===== src/rtl/bus_pkg.sv =====
// Shared definitions for the external-bus initiator: FSM encoding, default
// phase timings and the address region that no slave ever answers.
package bus_pkg;

  typedef enum logic [2:0] {
    ST_IDLE,
    ST_SETUP,
    ST_STROBE,
    ST_HOLD,
    ST_DONE
  } state_t;

  localparam int DEF_SETUP_CYCLES  = 1;
  localparam int DEF_STROBE_CYCLES = 2;
  localparam int DEF_HOLD_CYCLES   = 1;
  localparam int DEF_TIMEOUT       = 16;

  // One timer serves every phase, so it must hold the largest phase length.
  localparam int TMR_W = 8;

  localparam logic [15:0] UNMAPPED_LO = 16'hF000;
  localparam logic [15:0] UNMAPPED_HI = 16'hFF00;

  function automatic logic in_unmapped(input logic [15:0] ad);
    return (ad >= UNMAPPED_LO) && (ad < UNMAPPED_HI);
  endfunction

endpackage


===== src/rtl/bus_master_if.sv =====
// Core request/response and board-bus signals of the initiator, grouped so the
// master and its surroundings see the same bundle from opposite sides.
interface bus_master_if;

  logic        req;
  logic        we;
  logic [15:0] addr;
  logic [7:0]  wdata;
  logic        ack;
  logic        err;
  logic [7:0]  rdata;
  logic [15:0] a;
  logic        n_oe;
  logic        n_we;
  logic [7:0]  d_out;
  logic        d_oe;
  logic [7:0]  d_in;
  logic        n_rdy;

  modport master (
    input  req, we, addr, wdata, d_in, n_rdy,
    output ack, err, rdata, a, n_oe, n_we, d_out, d_oe
  );

  modport slave (
    output req, we, addr, wdata, d_in, n_rdy,
    input  ack, err, rdata, a, n_oe, n_we, d_out, d_oe
  );

endinterface


===== src/rtl/bus_timer.sv =====
// Loadable down-counter that saturates at zero; tc is high while the count is zero.
// A load takes priority over a decrement in the same cycle.
module bus_timer
  import bus_pkg::*;
#(
  parameter int W = TMR_W
) (
  input  logic         clk,
  input  logic         rst,
  input  logic         load,
  input  logic [W-1:0] load_val,
  input  logic         en,
  output logic         tc
);

  logic [W-1:0] cnt_q;
  logic [W-1:0] cnt_d;

  always_comb begin
    cnt_d = cnt_q;
    if (load) begin
      cnt_d = load_val;
    end else if (en && (cnt_q != '0)) begin
      cnt_d = cnt_q - 1'b1;
    end
  end

  always_ff @(posedge clk) begin
    if (rst) begin
      cnt_q <= '0;
    end else begin
      cnt_q <= cnt_d;
    end
  end

  assign tc = (cnt_q == '0);

endmodule


===== src/rtl/bus_master.sv =====
// Single-beat bus initiator: IDLE->SETUP->STROBE->HOLD->DONE, 6 cycles per access with
// default timing; n_rdy stretches the strobe one cycle per wait state up to TIMEOUT extra cycles.
module bus_master
  import bus_pkg::*;
#(
  parameter int SETUP_CYCLES  = DEF_SETUP_CYCLES,
  parameter int STROBE_CYCLES = DEF_STROBE_CYCLES,
  parameter int HOLD_CYCLES   = DEF_HOLD_CYCLES,
  parameter int TIMEOUT       = DEF_TIMEOUT
) (
  input  logic          clk,
  input  logic          rst,
  bus_master_if.master  bus
);

  localparam logic [TMR_W-1:0] SETUP_LD   = TMR_W'(SETUP_CYCLES - 1);
  localparam logic [TMR_W-1:0] STROBE_LD  = TMR_W'(STROBE_CYCLES - 1);
  localparam logic [TMR_W-1:0] HOLD_LD    = TMR_W'(HOLD_CYCLES - 1);
  localparam logic [TMR_W-1:0] TIMEOUT_LD = TMR_W'(TIMEOUT - 1);

  state_t      state_q, state_d;
  logic [15:0] a_q, a_d;
  logic        n_oe_q, n_oe_d;
  logic        n_we_q, n_we_d;
  logic [7:0]  d_out_q, d_out_d;
  logic        d_oe_q, d_oe_d;
  logic        ack_q, ack_d;
  logic        err_q, err_d;
  logic [7:0]  rdata_q, rdata_d;
  logic        we_q, we_d;
  logic        err_flag_q, err_flag_d;
  logic        waiting_q, waiting_d;

  logic             tmr_load;
  logic [TMR_W-1:0] tmr_val;
  logic             tmr_en;
  logic             tmr_tc;
  logic             strobe_end;

  bus_timer #(.W(TMR_W)) u_timer (
    .clk      (clk),
    .rst      (rst),
    .load     (tmr_load),
    .load_val (tmr_val),
    .en       (tmr_en),
    .tc       (tmr_tc)
  );

  always_comb begin
    state_d    = state_q;
    a_d        = a_q;
    n_oe_d     = n_oe_q;
    n_we_d     = n_we_q;
    d_out_d    = d_out_q;
    d_oe_d     = d_oe_q;
    ack_d      = 1'b0;
    err_d      = 1'b0;
    rdata_d    = rdata_q;
    we_d       = we_q;
    err_flag_d = err_flag_q;
    waiting_d  = waiting_q;
    tmr_load   = 1'b0;
    tmr_val    = '0;
    tmr_en     = 1'b0;
    strobe_end = 1'b0;

    case (state_q)
      ST_IDLE: begin
        if (bus.req) begin
          state_d  = ST_SETUP;
          a_d      = bus.addr;
          we_d     = bus.we;
          tmr_load = 1'b1;
          tmr_val  = SETUP_LD;
          if (bus.we) begin
            d_out_d = bus.wdata;
            d_oe_d  = 1'b1;
          end
        end
      end

      ST_SETUP: begin
        if (tmr_tc) begin
          state_d   = ST_STROBE;
          n_oe_d    = we_q;
          n_we_d    = !we_q;
          waiting_d = 1'b0;
          tmr_load  = 1'b1;
          tmr_val   = STROBE_LD;
        end else begin
          tmr_en = 1'b1;
        end
      end

      ST_STROBE: begin
        // After the minimum strobe the timer is reloaded once and then
        // counts the wait states; running out of them is the timeout.
        if (tmr_tc || waiting_q) begin
          if (!bus.n_rdy) begin
            if (!we_q) begin
              rdata_d = bus.d_in;
            end
            strobe_end = 1'b1;
          end else if (!waiting_q) begin
            waiting_d = 1'b1;
            tmr_load  = 1'b1;
            tmr_val   = TIMEOUT_LD;
          end else if (tmr_tc) begin
            err_flag_d = 1'b1;
            strobe_end = 1'b1;
          end else begin
            tmr_en = 1'b1;
          end
        end else begin
          tmr_en = 1'b1;
        end

        if (strobe_end) begin
          state_d  = ST_HOLD;
          n_oe_d   = 1'b1;
          n_we_d   = 1'b1;
          tmr_load = 1'b1;
          tmr_val  = HOLD_LD;
        end
      end

      ST_HOLD: begin
        if (tmr_tc) begin
          state_d = ST_DONE;
          d_oe_d  = 1'b0;
          ack_d   = 1'b1;
          err_d   = err_flag_q;
        end else begin
          tmr_en = 1'b1;
        end
      end

      ST_DONE: begin
        state_d    = ST_IDLE;
        err_flag_d = 1'b0;
      end

      default: begin
        state_d = ST_IDLE;
      end
    endcase
  end

  always_ff @(posedge clk) begin
    if (rst) begin
      state_q    <= ST_IDLE;
      a_q        <= 16'h0000;
      n_oe_q     <= 1'b1;
      n_we_q     <= 1'b1;
      d_out_q    <= 8'h00;
      d_oe_q     <= 1'b0;
      ack_q      <= 1'b0;
      err_q      <= 1'b0;
      rdata_q    <= 8'h00;
      we_q       <= 1'b0;
      err_flag_q <= 1'b0;
      waiting_q  <= 1'b0;
    end else begin
      state_q    <= state_d;
      a_q        <= a_d;
      n_oe_q     <= n_oe_d;
      n_we_q     <= n_we_d;
      d_out_q    <= d_out_d;
      d_oe_q     <= d_oe_d;
      ack_q      <= ack_d;
      err_q      <= err_d;
      rdata_q    <= rdata_d;
      we_q       <= we_d;
      err_flag_q <= err_flag_d;
      waiting_q  <= waiting_d;
    end
  end

  assign bus.a     = a_q;
  assign bus.n_oe  = n_oe_q;
  assign bus.n_we  = n_we_q;
  assign bus.d_out = d_out_q;
  assign bus.d_oe  = d_oe_q;
  assign bus.ack   = ack_q;
  assign bus.err   = err_q;
  assign bus.rdata = rdata_q;

endmodule


===== src/flat_wrapper.sv =====
// flat-port wrapper written by rule: the top's interface ports become plain ports
module bus_master_flat import bus_pkg::*;
#(
  parameter int SETUP_CYCLES  = DEF_SETUP_CYCLES,
  parameter int STROBE_CYCLES = DEF_STROBE_CYCLES,
  parameter int HOLD_CYCLES   = DEF_HOLD_CYCLES,
  parameter int TIMEOUT       = DEF_TIMEOUT
)
  (clk, rst, bus_req, bus_we, bus_addr, bus_wdata, bus_d_in, bus_n_rdy, bus_ack, bus_err, bus_rdata, bus_a, bus_n_oe, bus_n_we, bus_d_out, bus_d_oe);
  bus_master_if bus_i ();
  input  logic clk;
  input  logic rst;
  input wire logic [$bits(bus_i.req)-1:0] bus_req;
  input wire logic [$bits(bus_i.we)-1:0] bus_we;
  input wire logic [$bits(bus_i.addr)-1:0] bus_addr;
  input wire logic [$bits(bus_i.wdata)-1:0] bus_wdata;
  input wire logic [$bits(bus_i.d_in)-1:0] bus_d_in;
  input wire logic [$bits(bus_i.n_rdy)-1:0] bus_n_rdy;
  output wire logic [$bits(bus_i.ack)-1:0] bus_ack;
  output wire logic [$bits(bus_i.err)-1:0] bus_err;
  output wire logic [$bits(bus_i.rdata)-1:0] bus_rdata;
  output wire logic [$bits(bus_i.a)-1:0] bus_a;
  output wire logic [$bits(bus_i.n_oe)-1:0] bus_n_oe;
  output wire logic [$bits(bus_i.n_we)-1:0] bus_n_we;
  output wire logic [$bits(bus_i.d_out)-1:0] bus_d_out;
  output wire logic [$bits(bus_i.d_oe)-1:0] bus_d_oe;
  assign bus_i.req = bus_req;
  assign bus_i.we = bus_we;
  assign bus_i.addr = bus_addr;
  assign bus_i.wdata = bus_wdata;
  assign bus_i.d_in = bus_d_in;
  assign bus_i.n_rdy = bus_n_rdy;
  assign bus_ack = bus_i.ack;
  assign bus_err = bus_i.err;
  assign bus_rdata = bus_i.rdata;
  assign bus_a = bus_i.a;
  assign bus_n_oe = bus_i.n_oe;
  assign bus_n_we = bus_i.n_we;
  assign bus_d_out = bus_i.d_out;
  assign bus_d_oe = bus_i.d_oe;
  bus_master #(.SETUP_CYCLES(SETUP_CYCLES), .STROBE_CYCLES(STROBE_CYCLES), .HOLD_CYCLES(HOLD_CYCLES), .TIMEOUT(TIMEOUT)) u_core (.clk(clk), .rst(rst), .bus(bus_i));
endmodule

===== config.mk =====
export PLATFORM = sky130hd
export DESIGN_NAME = bus_master_flat
export DESIGN_NICKNAME = d
export VERILOG_FILES = /design/src/rtl/bus_pkg.sv /design/src/rtl/bus_master_if.sv /design/src/rtl/bus_timer.sv /design/src/rtl/bus_master.sv /design/src/flat_wrapper.sv
export SDC_FILE = /design/constraint.sdc
export NUM_CORES = 1
export LEC_CHECK = 0
export BUFFER_PORTS_ARGS = -buffer_cell sky130_fd_sc_hd__buf_4
export CORE_ASPECT_RATIO = 1.2
export CORE_MARGIN = 1
export CORE_UTILIZATION = 40
export CTS_CLUSTER_DIAMETER = 200
export DETAILED_ROUTE_END_ITERATION = 10
export GPL_ROUTABILITY_DRIVEN = 1
export GPL_TIMING_DRIVEN = 1
export HOLD_SLACK_MARGIN = 0.12
export PLACE_DENSITY = 0.67
export SYNTH_ARGS = -nofsm -noshare
export SYNTH_HDL_FRONTEND = slang
export SYNTH_SLANG_ARGS = --single-unit

===== constraint.sdc =====
create_clock -name clk -period 6.3 [get_ports clk]
set_input_delay 1.89 -clock clk [delete_from_list [all_inputs] [get_ports clk]]
set_output_delay 1.89 -clock clk [all_outputs]
set_load 0.01 [all_outputs]

==> metrics.md, run 1 <==
| Metric | Value |
|---|---|
| Worst Tran Pin Value | 843 ps |
| Fill count | 474 |
| Layout Nets | 348 |
| Critical Path Fanout Max | 8 |
| First-pass GRT wire length | 7.56 mm |
| Critical Path Source Type | input pin |
| DR WL/cell | 12.4 um |
| Die H | 80.6 um |
| Setup TNS Final | 0 ps |
| RSZ-0062 raised after global routing | no |
| Worst skew pair latency | 300 ps |
| Dominant synthesized flop cell | dfxtp_1 |
| Multi-input gate area | 972 sq um |
| Syn Inst Count | 243 |
| Max VDD drop | 0.186 mV |
| H-tree depth | 2 |
| Horiz. Die Dim | 67.5 um |
| Initial drt markers | 106 |
| Synthesis-to-layout area growth | 32.3% |
| Seq cells post-synth | 51 |
| Vias | 1869 |
| Layout cell share with drive strength beyond 1 | 0.280 |
| Antenna Nets Post-Route | 0 |
| Initial Utilization | 0.417 |
| Vias/cell | 5.04 |
| Drt drc | 0 |
| Routability cong. | 0.866 |
| Post-cts sizing count | 0 |
| CTS tree | yes |
| Post-Syn Area | 0.00206 sq mm |
| Worst EP required | 6530 ps |
| # diodes | 0 |
| Worst r2r path cells | 7 |
| Hold path depth | 2 |
| DP Wirelength | 3.24 mm |
| Vias in the first global route | 1735 |
| Async SR Flop Fraction | 0 |
| Final period utilization | 0.499 |
| Seq/Total Area, Yosys | 0.496 |
| Total global routing overflow | 0 |
| Setup Skew | 5.08 ps |
| Pwr dens | 419 mW/mm^2 |
| Status | finished clean |
| Core area | 0.00494 sq mm |
| Largest net degree at the start of global routing | 47 |
| Initial antenna violation count | 0 |
| Max transition margin | 0.436 |
| Fmax | 318 MHz |
| Worst hold path startpoint | u_core.bus.a[7] |
| P_leak | 1.13 nW |
| YS warnings | 0 |
| Reg2reg start | u_core.u_timer.cnt_q[0] |
| Die area | 0.00544 sq mm |
| DRT Pass-1 Iters | 4 |
| Max_cap viols | 0 |
| Syn avg cell area | 8.48 sq um |
| Post-synth EDFFs | 0 |
| Final worst path period need | 3150 ps |
| CTS clk-pin slew, worst paths | 90 ps |
| Number of placed I/O pins | 74 |
| CTS Buf Count | 5 |
| Hold Vio Cnt, Final | 0 |
| Register Area | 0.00102 sq mm |
| Clock tree sinks | 51 |
| Syn nets | 281 |
| Max-slew violations | 0 |
| Crit path launch | bus_n_rdy |
| CTS Buffer Depth | 2 |
| CTS Hold Bufs | 0 |
| CP endpoint kind | flop |
| I/O Buffers | 73 |
| Clock root buffer | clkbuf_8 |
| Critical Path AT | 3380 ps |
| WL final | 4.61 mm |
| Kind of critical path | input pin to flop |
| Final setup viols | 0 |
| # rows | 28 |
| Pwr Total | 0.00114 W |
| Total GRT Usage | 0.182 |
| Min-delay worst type | flop to flop |
| Post-CTS Setup Repair Bufs | 0 |
| FF-to-FF setup slack | 3690 ps |
| Library cells used by synthesis | 38 |
[per-layer routing]
metal	vias to the layer above	GRT usage	part of all wire
met2	45	0.314	0.51
met3	9	0.0469	0.053
met1	859	0.201	0.41
met4	0	0.0915	0.022
li1	956	-	-
met5	-	0	0
[final cells by class]
| type | instances | area share |
|---|---|---|
| repair buffers | 74 | 0.204 |
| multi-input cells | 173 | 0.357 |
| clock inverters | 1 | 0.00184 |
| inverters | 5 | 0.00689 |
| flip-flops and latches | 51 | 0.375 |
| clock buffers | 7 | 0.0280 |
| well taps | 60 | 0.0276 |
[state kept, by name, summed over array words and instances, names as in the netlist]
signal,count
u_core.we_q,1
u_core.bus.n_oe,1
u_core.bus.rdata,8
u_core.u_timer.cnt_q,8
u_core.bus.a,16
u_core.bus.d_oe,1
u_core.bus.n_we,1
u_core.bus.err,1
u_core.err_flag_q,1
u_core.bus.d_out,8
u_core.bus.ack,1
u_core.state_q,3
u_core.waiting_q,1
[synth_stat cells (all sizes together), types with 3 or more instances]
library cell  number  share of area
nor4               4          0.012
xnor2              5          0.021
nor2              23          0.042
or4                3          0.013
inv                5         0.0091
mux2i             11          0.053
o22ai              3         0.0091
o21ai              4         0.0097
dfxtp             51           0.50
and2               3         0.0091
clkbuf            12          0.022
nand2b             4          0.012
a21oi             30          0.073
nor3               8          0.019
nand2             50          0.091
[per-stage QoR]
stage	worst slack [ps]	utilization	cell area, sq um	hold slack [ps]	instances
after floorplan	2860	-	2060	430	243
after global placement	2910	0.535	2640	442	363
after detailed placement	2870	0.535	2640	447	363
after CTS	3180	0.551	2720	460	371
after global routing	2970	0.551	2720	477	371
final	3150	0.551	2720	457	371
[cell families (layout without fill, tap and decap cells)]
logic type                 Yosys count  count (layout)  share of synthesized area
AOI/OAI and AO/OA                   46              46                      0.135
xor gates and xnor gates             5               5                     0.0213
adders and majority gates            1               1                    0.00607
buffers and inverters               19              87                     0.0352
DFF                                 51              51                      0.496
muxes                               12              12                     0.0589
and+or+nand+nor                    109             109                      0.248
[report_power, final]
part | switching [W] | leakage [nW] | internal (W)
sequential | 0.0000490 | 0.416 | 0.000380
clock | 0.000103 | 0.0422 | 0.0000782
combinational | 0.000301 | 0.669 | 0.000230
[layout by cell type (no fill, tap or decap), types with 3 or more instances in the layout]
cell type and count:
a21oi_1 30, and2_1 3, buf_4 74, clkbuf_8 5, dfxtp_1 51, inv_1 5
mux2i_1 11, nand2_1 50, nand2b_1 4, nor2_1 23, nor3_1 8, nor4_1 4
o21ai_0 4, o22ai_1 3, xnor2_1 5
[path summary, 6_finish.rpt]
kind                                                 to
worst min-delay path                    u_core.bus.a[7]
worst max-delay path            u_core.u_timer.cnt_q[1]
worst min register to register          u_core.bus.a[7]
worst max register to register      u_core.bus.rdata[0]
[critical path, cell delays in order]
cell and delay (ps):
buf_4 130, nand2b_1 160, a31oi_1 550, nor2_1 200
mux2_2 320, o22ai_1 120
Note: power is estimated with default switching activity, not from simulation.
==> run 2, diff against run 1 <==
Clock period 6.3 ns to 3.1 ns, I/O delays scaled along.
==> run 2 against run 1 <==
Via count rose by 1.6%; combinational power increased by 120%; routed wire length grew 4.4%; global-route usage rose by 1.2 points; critical path depth grew 2; cell count rose by 0.81%; count of clock-buffer cells in the layout is 1 lower; register-to-register slack got worse by 3000 ps; total power grew 120%; sequential power increased by 100%; clock power rose to 2.7 times the previous value.
==> metrics.md, run 2 (synthesis gave the netlist of run 1 again) <==
| Metric | Value |
|---|---|
| Horiz. Die Dim | 67.5 um (unchanged) |
| Max transition margin | 0.559 (+0.123) |
| Min-delay worst type | flop to flop |
| Drt drc | 0 (unchanged) |
| Non-Filler Instances | 374 (+0.81%) |
| Placed Instances | 366 (+0.83%) |
| Final period utilization | 0.771 |
| Core area | 0.00494 sq mm (unchanged) |
| Layout cell share with drive strength beyond 1 | 0.293 (+0.0133) |
| Pwr Total | 0.00251 W (+120%) |
| P_leak | 1.16 nW (+3.0%) |
| Max-slew violations | 0 (unchanged) |
| DP Wirelength | 3.33 mm (+2.9%) |
| Synthesis-to-layout area growth | 35.3% |
| # rows | 28 (unchanged) |
| Number of placed I/O pins | 74 (unchanged) |
| Clock root buffer | clkbuf_8 |
| CTS Buffer Depth | 2 (unchanged) |
| Initial Utilization | 0.417 (unchanged) |
| Vias in the first global route | 1787 (+3.0%) |
| Critical Path AT | 2570 ps (-810 ps) |
| CP endpoint kind | flop |
| Critical Path Fanout Max | 8 (unchanged) |
| Final worst path period need | 2390 ps |
| # diodes | 0 (unchanged) |
| WL final | 4.81 mm (+4.4%) |
| Worst Tran Pin Value | 659 ps (-183 ps) |
| Most frequent cells in the layout | buf_4, dfxtp_1, nand2_1 |
| H-tree depth | 2 (unchanged) |
| Clock tree sinks | 51 (unchanged) |
| Power Internal | 0.00155 W (+130%) |
| Total global routing overflow | 0 (unchanged) |
| Antenna Nets Post-Route | 0 (unchanged) |
| I/O Buffers | 73 (unchanged) |
| Setup Skew | 10.2 ps (+5.08 ps) |
| Clock share of power | 0.195 (+0.036) |
| Die H | 80.6 um (unchanged) |
| DR WL/cell | 12.9 um (+3.6%) |
| Comb power frac | 0.458 (-0.007) |
| Hold Vio Cnt, Final | 0 (unchanged) |
| Kind of critical path | flop to flop |
| Final setup viols | 0 (unchanged) |
| Routability cong. | 0.781 (-9.8%) |
| Switching share of power | 0.382 (-0.0144) |
| RSZ-0062 raised after global routing | no |
| Post-cts sizing count | 0 (unchanged) |
| Die area | 0.00544 sq mm (unchanged) |
| Layout Nets | 351 (+0.86%) |
| Sequential power share | 0.348 (-0.028) |
| Total GRT Usage | 0.195 (+0.0125) |
| Pwr dens | 902 mW/mm^2 (+120%) |
| CTS Buf Count | 5 (unchanged) |
| Fmax | 418 MHz |
| Post-CTS Setup Repair Bufs | 0 (unchanged) |
| Fill count | 474 (unchanged) |
| CTS clk-pin slew, worst paths | 90 ps (about the same) |
| Status | finished clean |
| NetSw | 0.000961 W (+110%) |
| DRT Pass-1 Iters | 4 (unchanged) |
| Critical Path Source Type | flop |
| Largest register FFs | 16 (unchanged) |
| Vias | 1899 (+1.6%) |
| Worst skew pair latency | 310 ps (about the same) |
| First-pass GRT wire length | 7.97 mm (+5.5%) |
| Initial drt markers | 90 (-15%) |
| Most common cell after layout, fill and taps aside | buf_4 |
| Largest net degree at the start of global routing | 47 (unchanged) |
| Worst EP required | 3280 ps (-3250 ps) |
| Max_cap viols | 0 (unchanged) |
| Max VDD drop | 0.368 mV (+98%) |
| Vias/cell | 5.08 (+0.79%) |
| Initial antenna violation count | 0 (unchanged) |
| Setup TNS Final | 0 ps (unchanged) |
| CTS Hold Bufs | 0 (unchanged) |
| CTS tree | yes |
-- run 2: cell count changes in the layout (fill, tap and decap cells not counted) --
cell / before / now
buf_4: 74 / 77
clkbuf_1: 2 / 0
bufinv_16: 0 / 1
clkbuf_8: 5 / 6
clkinv_2: 1 / 0
inv_6: 0 / 1
-- run 2: critical path, cell delays in order, from the launching register on --
cell and delay, ps:
dfxtp_1 360, inv_1 80, ha_1 170, or3b_2 470
or2_1 330, a2111oi_4 360, buf_4 240, mux2i_1 200
nor2_1 50
-- run 2: path summary, 6_finish.rpt --
kind / start / end / slack [ps] / depth (start not counted)
hold / removal: u_core.bus.a[5] / u_core.bus.a[5] / 460 / 2
setup / recovery: u_core.u_timer.cnt_q[0] / u_core.bus.rdata[0] / 710 / 8
hold reg to reg: u_core.bus.a[5] / u_core.bus.a[5] / 460 / 2
setup reg to reg: u_core.u_timer.cnt_q[0] / u_core.bus.rdata[0] / 710 / 8
-- run 2: area by class of cell --
type | instances | area, sq um | share of cell area
clock buffers | 6 | 82.6 | 0.0296
clock inverters | 2 | 38.8 | 0.0139
well taps | 60 | 75.1 | 0.0269
inverters | 5 | 18.8 | 0.00674
repair buffers | 77 | 578 | 0.207
flip-flops and latches | 51 | 1020 | 0.366
multi-input cells | 173 | 972 | 0.349
-- run 2: per-layer routing --
layer / part of all wire / GRT usage
met3: 0.065 / 0.0668
met2: 0.49 / 0.308
met4: 0.021 / 0.0809
met1: 0.42 / 0.236
met5: 0 / 0
-- run 2: per-stage QoR --
| stage | util | area [sq um] | hold slack [ps] | worst slack (ps) |
|---|---|---|---|---|
| 6_report | 0.564 | 2790 | 459 | 710 |
| 5_1_grt | 0.564 | 2790 | 484 | 599 |
| 4_1_cts | 0.564 | 2790 | 462 | 737 |
| 3_5_place_dp | 0.540 | 2670 | 447 | 750 |
| 3_3_place_gp | 0.540 | 2670 | 442 | 770 |
| 2_1_floorplan | - | 2060 | 430 | 618 |
-- run 2: power by group through the flow --
| stage | sequential (W) | combinational, W | clock [W] |
|---|---|---|---|
| 2_1_floorplan | 0.000881 | 0.000828 | 0 |
| 3_3_place_gp | 0.000885 | 0.00114 | 0 |
| 3_5_place_dp | 0.000888 | 0.00114 | 0 |
| 4_1_cts | 0.000874 | 0.00115 | 0.000502 |
| 5_1_grt | 0.000896 | 0.00127 | 0.000528 |
| 6_report | 0.000874 | 0.00115 | 0.000489 |
